===== config.mk =====
export PLATFORM = sky130hd
export DESIGN_NAME = imem_loader
export DESIGN_NICKNAME = d
export VERILOG_FILES = /design/src/rtl/imem_loader.sv
export SDC_FILE = /design/constraint.sdc
export NUM_CORES = 1
export LEC_CHECK = 0
export CAP_MARGIN = 20
export CORE_MARGIN = 10
export CORE_UTILIZATION = 55
export DETAILED_ROUTE_END_ITERATION = 16
export HOLD_SLACK_MARGIN = 0.03
export PLACE_DENSITY = 0.84
export SKIP_CTS_REPAIR_TIMING = 1
export SLEW_MARGIN = 15
export SYNTH_ARGS = -nofsm -noshare
export SYNTH_HDL_FRONTEND = slang
export SYNTH_SLANG_ARGS = --single-unit
export TNS_END_PERCENT = 50

===== constraint.sdc =====
create_clock -name clk -period 4.5 [get_ports clk]
set_clock_uncertainty 0.05 [all_clocks]
set_input_delay 1.125 -clock clk [delete_from_list [all_inputs] [get_ports clk]]
set_output_delay 1.125 -clock clk [all_outputs]
set_load 0.02 [all_outputs]

===== src/rtl/imem_loader.sv =====
// -----------------------------------------------------------------------------
// imem_loader
//
// Writer side of the instruction memory. Assembles a little-endian byte
// stream into 32-bit instruction words and writes them into IMEM, one word
// per WRITE cycle. The core is held in reset (core_hold) until a load
// finishes cleanly.
//
// Optional feature macro: IMEM_LOADER_CHECKSUM_EN
//   When defined, a trailing little-endian checksum word follows the data
//   words. It is compared against the XOR of all written words. A mismatch
//   sets error and keeps core_hold high after DONE. When undefined, there is
//   no CHECK state and error is tied low.
//
// Ports:
//   clk        in   single clock
//   reset      in   synchronous, active-high reset
//   start      in   one-cycle load request, only honoured in IDLE
//   len        in   number of words to load (0 .. 2**ADDR_WIDTH), latched with start
//   s_data     in   stream byte
//   s_valid    in   s_data valid
//   s_ready    out  loader accepts a byte (transfer on s_valid && s_ready)
//   mem_we     out  IMEM write enable
//   mem_addr   out  IMEM word address
//   mem_data   out  IMEM write data
//   busy       out  load in progress (LOAD, WRITE, CHECK)
//   done       out  one-cycle pulse when a load finishes
//   error      out  checksum mismatch flag
//   core_hold  out  core reset request
// -----------------------------------------------------------------------------
module imem_loader #(
   parameter int          ADDR_WIDTH = 9,
   parameter int          DATA_WIDTH = 32,   // fixed at 4 bytes
   parameter int unsigned START_ADDR = 0
) (
   input  logic                  clk,
   input  logic                  reset,
   input  logic                  start,
   input  logic [ADDR_WIDTH:0]   len,
   input  logic [7:0]            s_data,
   input  logic                  s_valid,
   output logic                  s_ready,
   output logic                  mem_we,
   output logic [ADDR_WIDTH-1:0] mem_addr,
   output logic [DATA_WIDTH-1:0] mem_data,
   output logic                  busy,
   output logic                  done,
   output logic                  error,
   output logic                  core_hold
);

   localparam logic [ADDR_WIDTH-1:0] START_W = ADDR_WIDTH'(START_ADDR);

`ifdef IMEM_LOADER_CHECKSUM_EN
   typedef enum logic [2:0] {S_IDLE, S_LOAD, S_WRITE, S_CHECK, S_DONE} state_t;
`else
   typedef enum logic [2:0] {S_IDLE, S_LOAD, S_WRITE, S_DONE} state_t;
`endif

   state_t                r_state;
   state_t                w_state_next;

   logic [ADDR_WIDTH:0]   r_remaining;
   logic [ADDR_WIDTH-1:0] r_addr;
   logic [1:0]            r_byte_idx;
   logic [DATA_WIDTH-1:0] r_word;       // partially assembled word
   logic [DATA_WIDTH-1:0] r_mem_data;   // last complete data word
   logic                  r_hold;

   logic                  w_rx_phase;
   logic                  w_accept;
   logic                  w_last_byte;
   logic                  w_error;
   logic [3:0]            w_lane_en;
   logic [DATA_WIDTH-1:0] w_full_word;  // r_word with the current byte merged in

`ifdef IMEM_LOADER_CHECKSUM_EN
   logic                  r_error;
   logic [DATA_WIDTH-1:0] r_xor;
   assign w_rx_phase = (r_state == S_LOAD) || (r_state == S_CHECK);
   assign w_error    = r_error;
`else
   assign w_rx_phase = (r_state == S_LOAD);
   assign w_error    = 1'b0;
`endif

   assign s_ready     = w_rx_phase;
   assign w_accept    = s_valid && w_rx_phase;
   assign w_last_byte = w_accept && (r_byte_idx == 2'd3);

   // Byte lane k of the word takes stream byte k (little-endian). The merged
   // word lets the 4th byte reach r_mem_data / the checksum compare directly.
   genvar gi;
   generate
      for (gi = 0; gi < 4; gi = gi + 1) begin : g_lane
         assign w_lane_en[gi]             = w_accept && (r_byte_idx == 2'(gi));
         assign w_full_word[8*gi +: 8]    = w_lane_en[gi] ? s_data : r_word[8*gi +: 8];
      end
   endgenerate

   // ---------------------------------------------------------------- state reg
   always_ff @(posedge clk) begin
      if (reset) begin
         r_state <= S_IDLE;
      end else begin
         r_state <= w_state_next;
      end
   end

   // ---------------------------------------------- next state and FSM outputs
   always_comb begin
      w_state_next = r_state;
      mem_we       = 1'b0;
      busy         = 1'b0;
      done         = 1'b0;
      core_hold    = r_hold;
      case (r_state)
         S_IDLE: begin
            if (start) begin
               if (len == '0) begin
`ifdef IMEM_LOADER_CHECKSUM_EN
                  w_state_next = S_CHECK;
`else
                  w_state_next = S_DONE;
`endif
               end else begin
                  w_state_next = S_LOAD;
               end
            end
         end
         S_LOAD: begin
            busy = 1'b1;
            if (w_last_byte) begin
               w_state_next = S_WRITE;
            end
         end
         S_WRITE: begin
            busy   = 1'b1;
            // A reset landing on the WRITE cycle must not commit the word.
            mem_we = !reset;
            if (r_remaining == (ADDR_WIDTH+1)'(1)) begin
`ifdef IMEM_LOADER_CHECKSUM_EN
               w_state_next = S_CHECK;
`else
               w_state_next = S_DONE;
`endif
            end else begin
               w_state_next = S_LOAD;
            end
         end
`ifdef IMEM_LOADER_CHECKSUM_EN
         S_CHECK: begin
            busy = 1'b1;
            if (w_last_byte) begin
               w_state_next = S_DONE;
            end
         end
`endif
         S_DONE: begin
            done         = 1'b1;
            // A failed checksum keeps the core parked in reset.
            core_hold    = w_error;
            w_state_next = S_IDLE;
         end
         default: begin
            w_state_next = S_IDLE;
         end
      endcase
   end

   // ----------------------------------------------------------------- datapath
   always_ff @(posedge clk) begin
      if (reset) begin
         r_remaining <= '0;
         r_addr      <= START_W;
         r_byte_idx  <= 2'd0;
         r_word      <= '0;
         r_mem_data  <= '0;
         r_hold      <= 1'b1;
`ifdef IMEM_LOADER_CHECKSUM_EN
         r_error     <= 1'b0;
         r_xor       <= '0;
`endif
      end else begin
         case (r_state)
            S_IDLE: begin
               if (start) begin
                  r_remaining <= len;
                  r_addr      <= START_W;
                  r_byte_idx  <= 2'd0;
                  r_word      <= '0;
                  r_hold      <= 1'b1;
`ifdef IMEM_LOADER_CHECKSUM_EN
                  r_error     <= 1'b0;
                  r_xor       <= '0;
`endif
               end
            end
            S_LOAD: begin
               if (w_accept) begin
                  r_word     <= w_full_word;
                  r_byte_idx <= r_byte_idx + 2'd1;
                  if (w_last_byte) begin
                     r_mem_data <= w_full_word;
                  end
               end
            end
            S_WRITE: begin
               // Address wraps naturally at 2**ADDR_WIDTH.
               r_addr      <= r_addr + 1'b1;
               r_remaining <= r_remaining - 1'b1;
`ifdef IMEM_LOADER_CHECKSUM_EN
               r_xor       <= r_xor ^ r_mem_data;
`endif
            end
`ifdef IMEM_LOADER_CHECKSUM_EN
            S_CHECK: begin
               // Checksum bytes share the assembly path but never reach IMEM.
               if (w_accept) begin
                  r_word     <= w_full_word;
                  r_byte_idx <= r_byte_idx + 2'd1;
                  if (w_last_byte) begin
                     r_error <= (w_full_word != r_xor);
                  end
               end
            end
`endif
            S_DONE: begin
               r_hold <= w_error;
            end
            default: begin
            end
         endcase
      end
   end

   assign mem_addr = r_addr;
   assign mem_data = r_mem_data;
   assign error    = w_error;

endmodule

==> results of run 1 <==
==> layer usage <==
metal	up-vias	routed length, um	global-route usage, %
met5	-	0	0
met4	0	125	4.29
met3	12	621	6.94
met2	82	4170	27.7
met1	1498	4080	21.5
li1	1573	-	-
==> sequential cells by signal, summed over array words and instances, names as in the netlist <==
register and count:
r_word 24, r_hold 1, mem_data 32, r_state 2, r_byte_idx 2, r_remaining 10, mem_addr 9
==> final cells by class <==
| cell class | count | area [um2] | area share (%) |
|---|---|---|---|
| flip-flops and latches | 80 | 1600 | 35.7 |
| inverters | 10 | 37.5 | 0.837 |
| well taps | 77 | 96.3 | 2.15 |
| clock buffers | 12 | 165 | 3.68 |
| multi-input cells | 292 | 1860 | 41.5 |
| clock inverters | 4 | 51.3 | 1.14 |
| repair buffers | 68 | 673 | 15.0 |
==> worst max-delay path by stage <==
stage | depth (start not counted) | endpoint | start
after floorplan | 3 | mem_we | reset
after global placement | 5 | mem_we | r_state[0]
after detailed placement | 5 | mem_we | r_state[0]
after CTS | 5 | mem_we | r_state[0]
after global routing | 5 | mem_we | r_state[0]
final | 5 | mem_we | r_state[0]
==> power by group <==
group | switching [mW] | leakage, nW | internal [mW] | total (mW)
sequential | 0.0484 | 0.647 | 0.756 | 0.805
combinational | 0.363 | 0.953 | 0.233 | 0.596
clock | 0.253 | 0.109 | 0.302 | 0.555
==> cells by family after synthesis <==
family                     after synthesis  share of synthesized area, %
xor gates and xnor gates                 4                         0.962
other                                    1                         0.103
DFF                                     80                          44.0
and+or+nand+nor                        143                          18.2
adders and majority gates               11                          3.78
AOI/OAI and AO/OA                      106                          20.6
muxes                                   27                          7.46
buffers and inverters                   44                          4.92
==> worst reg2reg max path: cells and delay by family, from the launching register on <==
| kind | cells | cell delay (ns) |
|---|---|---|
| AND/OR/NAND/NOR | 3 | 0.86 |
| multiplexers | 1 | 0.50 |
| adder cells (fa/ha/maj) | 1 | 0.57 |
| flip-flops | 1 | 0.33 |
| buffers and inverters | 1 | 0.10 |
==> cells in the mapped netlist (2+ instances only) <==
master     number  area share, %
or4_1           3           0.62
mux2i_1        26            7.2
inv_1           9           0.93
a21o_1          3           0.62
nor2_1         73            7.5
clkbuf_1       23            2.4
a22oi_1        25            5.2
a211oi_1       27            5.6
o2bb2ai_1       3           0.72
nor3_1          4           0.55
a21oi_1        23            3.2
dfxtp_1        80             44
buf_1           4           0.41
and3_1          4           0.69
o32ai_1         2           0.48
nand4_1         3           0.52
buf_2           5           0.69
o211ai_1        2           0.41
xor2_1          4           0.96
nor2b_1         3           0.52
o21ai_0         7           0.96
ha_1           11            3.8
a32oi_1         2           0.48
buf_4           2           0.41
nand3_1         7           0.96
nand2_1        31            3.2
nand2b_1        3           0.52
==> stage by stage <==
step	instances	instance area (um2)
5_1_grt	543	4490
3_5_place_dp	527	4270
6_report	543	4490
3_3_place_gp	527	4270
4_1_cts	543	4490
2_1_floorplan	416	3640
==> cell usage in the layout (no fill, tap or decap), types with 2 or more instances in the layout <==
| cell type | instances |
|---|---|
| a211oi_1 | 27 |
| a21oi_1 | 23 |
| ha_1 | 11 |
| a32oi_1 | 2 |
| clkbuf_8 | 12 |
| o21ai_0 | 7 |
| dfxtp_1 | 80 |
| mux2i_1 | 26 |
| nor2_1 | 73 |
| or4_1 | 3 |
| o2bb2ai_1 | 3 |
| a21o_1 | 3 |
| clkdlybuf4s50_1 | 66 |
| nor3_1 | 4 |
| and3_1 | 3 |
| nor2b_1 | 3 |
| nand2b_1 | 3 |
| nand2_1 | 31 |
| o211ai_1 | 2 |
| xor2_1 | 4 |
| inv_1 | 9 |
| nand3_1 | 7 |
| nand4_1 | 3 |
| a22oi_1 | 25 |
| o32ai_1 | 2 |
==> run metrics, run 1 <==
outcome=complete, no violations; Hold Slack=a little over 0.4 ns; critical path data required time=between 3 and 4 ns; WL per Instance=between 15 and 20 um; post-synth net total=between 400 and 500; worst slew pin tran=between 0.9 and 1 ns; antenna diode count=0; antenna viol nets, final=0; Tot GR Track Use=17.4%; cell area after synthesis=3640 um2; CP Launch Type=flop; layout cells sized above 1=under 10%; Mapped Cells=416; worst path bufs/invs=3; Arrival @ worst endpoint=2.59 ns; Setup CP Type=flop to output port; Synth-to-Final Area Change=23.2%; Yosys warnings=0; placer congestion estimate=0.842; Max stage delay on crit path=approximately 0.62 ns; synthesized flop and latch total=80; Site Rows=29; worst hold path class=flop to flop; ys async rst share=0%; total power divided by cell area=about 440 nW/um2; Num CTS Buffers=9; final wirelength=between 8 and 9 mm; WHS Endpoint=mem_data[26]; # nets final=between 400 and 500; io pins=slightly below 70; post-route worst setup slack=between 0.7 and 0.8 ns; via count=about 3200; critical-path maximum fanout=21; Buffers on Ports=67; detailed-route vias per instance=slightly below 6; 1st-iter DRT viols=about 190; hold depth=2; Lkg Pwr=1.71 nW; post-route clock period utilization=between 80% and 90%; core area=6390 um2; Chip Height=a little over 100 um; relative slew slack=around 38%; pre-CTS setup slack=~1.1 ns; # Max-Cap Violations=0; Syn Area/Cell=about 9 um2; Reg-to-Reg Start=r_state[0]; CTS sink cnt=80; critical-path cell list=inv_1 > ha_1 > clkinv_1 > nor2_1 > clkdlybuf4s50_1; R2R Path End=mem_addr[7]; CP endpoint kind=output port; die width=roughly 100 um; vias in the first global route=approximately 3000; grt ovf=0; Max VDD drop=0.291 mV; fmax=0.266 GHz; fin. max-slew vios=0; die area=approximately 10000 um2; worst reg-to-reg path cell count=6; Hold Violations, Final=0; post-synthesis cell type count=between 50 and 60; min-delay src=mem_data[26]; clock-pin slew on the worst setup and hold paths=about 0.07 ns; clock buffer depth=2; drt first pass iters=4; CP max stage cell=clkdlybuf4s50_1; Final setup violation count=0; initial core utilization=approximately 57%; Post-synth EDFFs=0; H-tree levels=3; Top FF cell, synth=dfxtp_1; wire length of the first global-routing pass=around 15 mm; CTS tree=yes; largest net degree at the start of global routing=76; RSZ-0062 raised after global routing=false; post-layout util=70.2%; post-layout min period=between 3 and 4 ns; reg2reg setup slack=just over 2 ns; initial antenna violation count=0; Root Driver=clkbuf_8; HPWL after DPL=a little over 6 mm; Pwr Total=between 1.5 and 2 mW; Worst path top cell family by delay=buffers and inverters; detailed-route DRC error count=0; fill count=about 510; worst skew pair latency=0.34 ns; Seq/Total Area, Yosys=44.0%; Final TNS setup=0 ns
Power figures use the tool's default switching activity.
==> inputs of run 2 (changes only) <==
CORE_UTILIZATION = 52   (was 55)
PLACE_DENSITY = 0.8   (was 0.84)
clock period = 3.6 ns   (was 4.5 ns; I/O delays follow)
==> run 2 against run 1 <==
Compared with the run above: routed wire length rose by 1.5%; combinational power rose by 26%; register-to-register slack got worse by 0.64 ns; critical endpoint is now s_ready; highest routed layer unchanged.
==> run metrics, run 2 (synthesis results as in run 1) <==
placer congestion estimate=0.847 (+0.61%); die area=10700 um2 (+4.6%); grt ovf=0 (unchanged); total power divided by cell area=534 nW/um2 (+23%); core area=6790 um2 (+6.4%); io pins=69 (unchanged); relative slew slack=43.0% (+5.5 points); outcome=complete, no violations; detailed-route DRC error count=0 (unchanged); critical path data required time=2.65 ns (-0.67 ns); pre-CTS setup slack=0.706 ns (-0.429 ns); post-layout min period=approximately 2.9 ns; Max stage delay on crit path=0.71 ns (+0.09 ns); CTS sink cnt=80 (unchanged); wire length of the first global-routing pass=15.0 mm (+1.4%); initial core utilization=53.6% (-3.4 points); # nets final=501 (+1.4%); post-route clock period utilization=79.7%; Arrival @ worst endpoint=1.92 ns (-0.67 ns); detailed-route vias per instance=5.58 (-4.3%); drt first pass iters=4 (unchanged); layout cells sized above 1=6.55% (+1.2 points); Worst path top cell family by delay=buffers and inverters; H-tree levels=3 (unchanged); Hold Violations, Final=0 (unchanged); RSZ-0062 raised after global routing=false; fill count=564 (+11%); clock-pin slew on the worst setup and hold paths=0.09 ns (+0.02 ns); Chip Height=104 um (+2.3%); FF+latch area=1600 um2 (unchanged); worst skew pair latency=0.35 ns (about the same); fin. max-slew vios=0 (unchanged); most frequent cells in the layout=dfxtp_1 (80), nor2_1 (73), clkdlybuf4s50_1 (66), nand2_1 (31), a211oi_1 (27); fmax=0.348 GHz; post-route worst setup slack=0.730 ns (-0.00876 ns); die width=104 um (+2.3%); WL per Instance=16.0 um (-3.2%); commonest non-fill, non-tap cell in the layout=dfxtp_1; largest net degree at the start of global routing=76 (unchanged); Tot GR Track Use=16.5% (-0.95 points); Buffers on Ports=67 (unchanged); # Max-Cap Violations=0 (unchanged); Final TNS setup=0 ns (unchanged); Site Rows=30 (+3.4%); max reg flops=32 (unchanged); worst path bufs/invs=2 (-1); CTS tree=yes; clock buffer depth=2 (unchanged); Synth-to-Final Area Change=24.8%; Lkg Pwr=1.73 nW (+1.4%); HPWL after DPL=6.31 mm (+1.7%); vias in the first global route=3041 (-0.85%); initial antenna violation count=0 (unchanged); worst slew pin tran=0.832 ns (-0.106 ns); antenna viol nets, final=0 (unchanged); Num CTS Buffers=9 (unchanged); final wirelength=9.13 mm (+1.5%); critical-path cell list=inv_1 > ha_1 > clkdlybuf4s50_1; CP max stage cell=clkdlybuf4s50_1; CP Launch Type=flop; via count=3175 (+0.32%); Max VDD drop=0.266 mV (-8.6%); worst hold path class=flop to flop; footprint of the multi-input gates=1860 um2 (unchanged); 1st-iter DRT viols=213 (+11%); Root Driver=clkbuf_8; critical-path maximum fanout=14 (-33%); antenna diode count=0 (unchanged); Setup CP Type=flop to output port; Final setup violation count=0 (unchanged); CP endpoint kind=output port
## run 2: changes by cell type in the layout (fill, tap and decap cells not counted)
cell	change
buf_4	+7
clkbuf_8	-2
clkbuf_1	+1
clkinv_2	+1
## run 2: layer usage
layer / up-vias / global-route usage, % / part of all wire [%]
li1: 1580 / - / -
met1: 1508 / 20.1 / 45
met2: 75 / 27.3 / 48
met3: 12 / 3.59 / 4.8
met4: 0 / 6.86 / 1.7
met5: - / 0 / 0
## run 2: power by group
group / switching (mW) / internal, mW / total, mW
clock network: 0.334 / 0.339 / 0.673
logic: 0.449 / 0.300 / 0.749
registers: 0.0612 / 0.945 / 1.01
## run 2: path summary, 6_finish.rpt
path	endpoint	startpoint	depth (start not counted)	slack, ns
max reg2reg	r_state[1]	r_state[0]	7	1.38
min	mem_data[31]	mem_data[31]	2	0.41
max	s_ready	r_state[1]	3	0.73
min reg2reg	mem_data[31]	mem_data[31]	2	0.41
## run 2: layout make-up
type,instances,area share [%]
well taps,96,2.64
repair buffers,75,16.0
flip-flops and latches,80,35.3
multi-input cells,292,41.0
clock buffers,11,3.11
clock inverters,5,1.24
inverters,10,0.826
## run 2: worst reg2reg max path: cells and delay by family, from the launching register on
| kind | cells | cell delay, ns |
|---|---|---|
| AND/OR/NAND/NOR | 2 | 0.77 |
| AO/OA/AOI/OAI | 2 | 0.45 |
| buffers and inverters | 2 | 0.34 |
| flip-flops | 1 | 0.33 |
| adder cells (fa/ha/maj) | 1 | 0.19 |
## run 2: through the flow
| stage | power, mW | hold slack [ns] | util (%) | cell area (um2) | cells |
|---|---|---|---|---|---|
| 2_1_floorplan | 1.57 | 0.377 | - | 3640 | 416 |
| 3_3_place_gp | 1.75 | 0.392 | 64.0 | 4350 | 553 |
| 3_5_place_dp | 1.77 | 0.397 | 64.0 | 4350 | 553 |
| 4_1_cts | 2.43 | 0.409 | 66.9 | 4540 | 569 |
| 5_1_grt | 2.56 | 0.434 | 66.9 | 4540 | 569 |
| 6_report | 2.43 | 0.410 | 66.9 | 4540 | 569 |
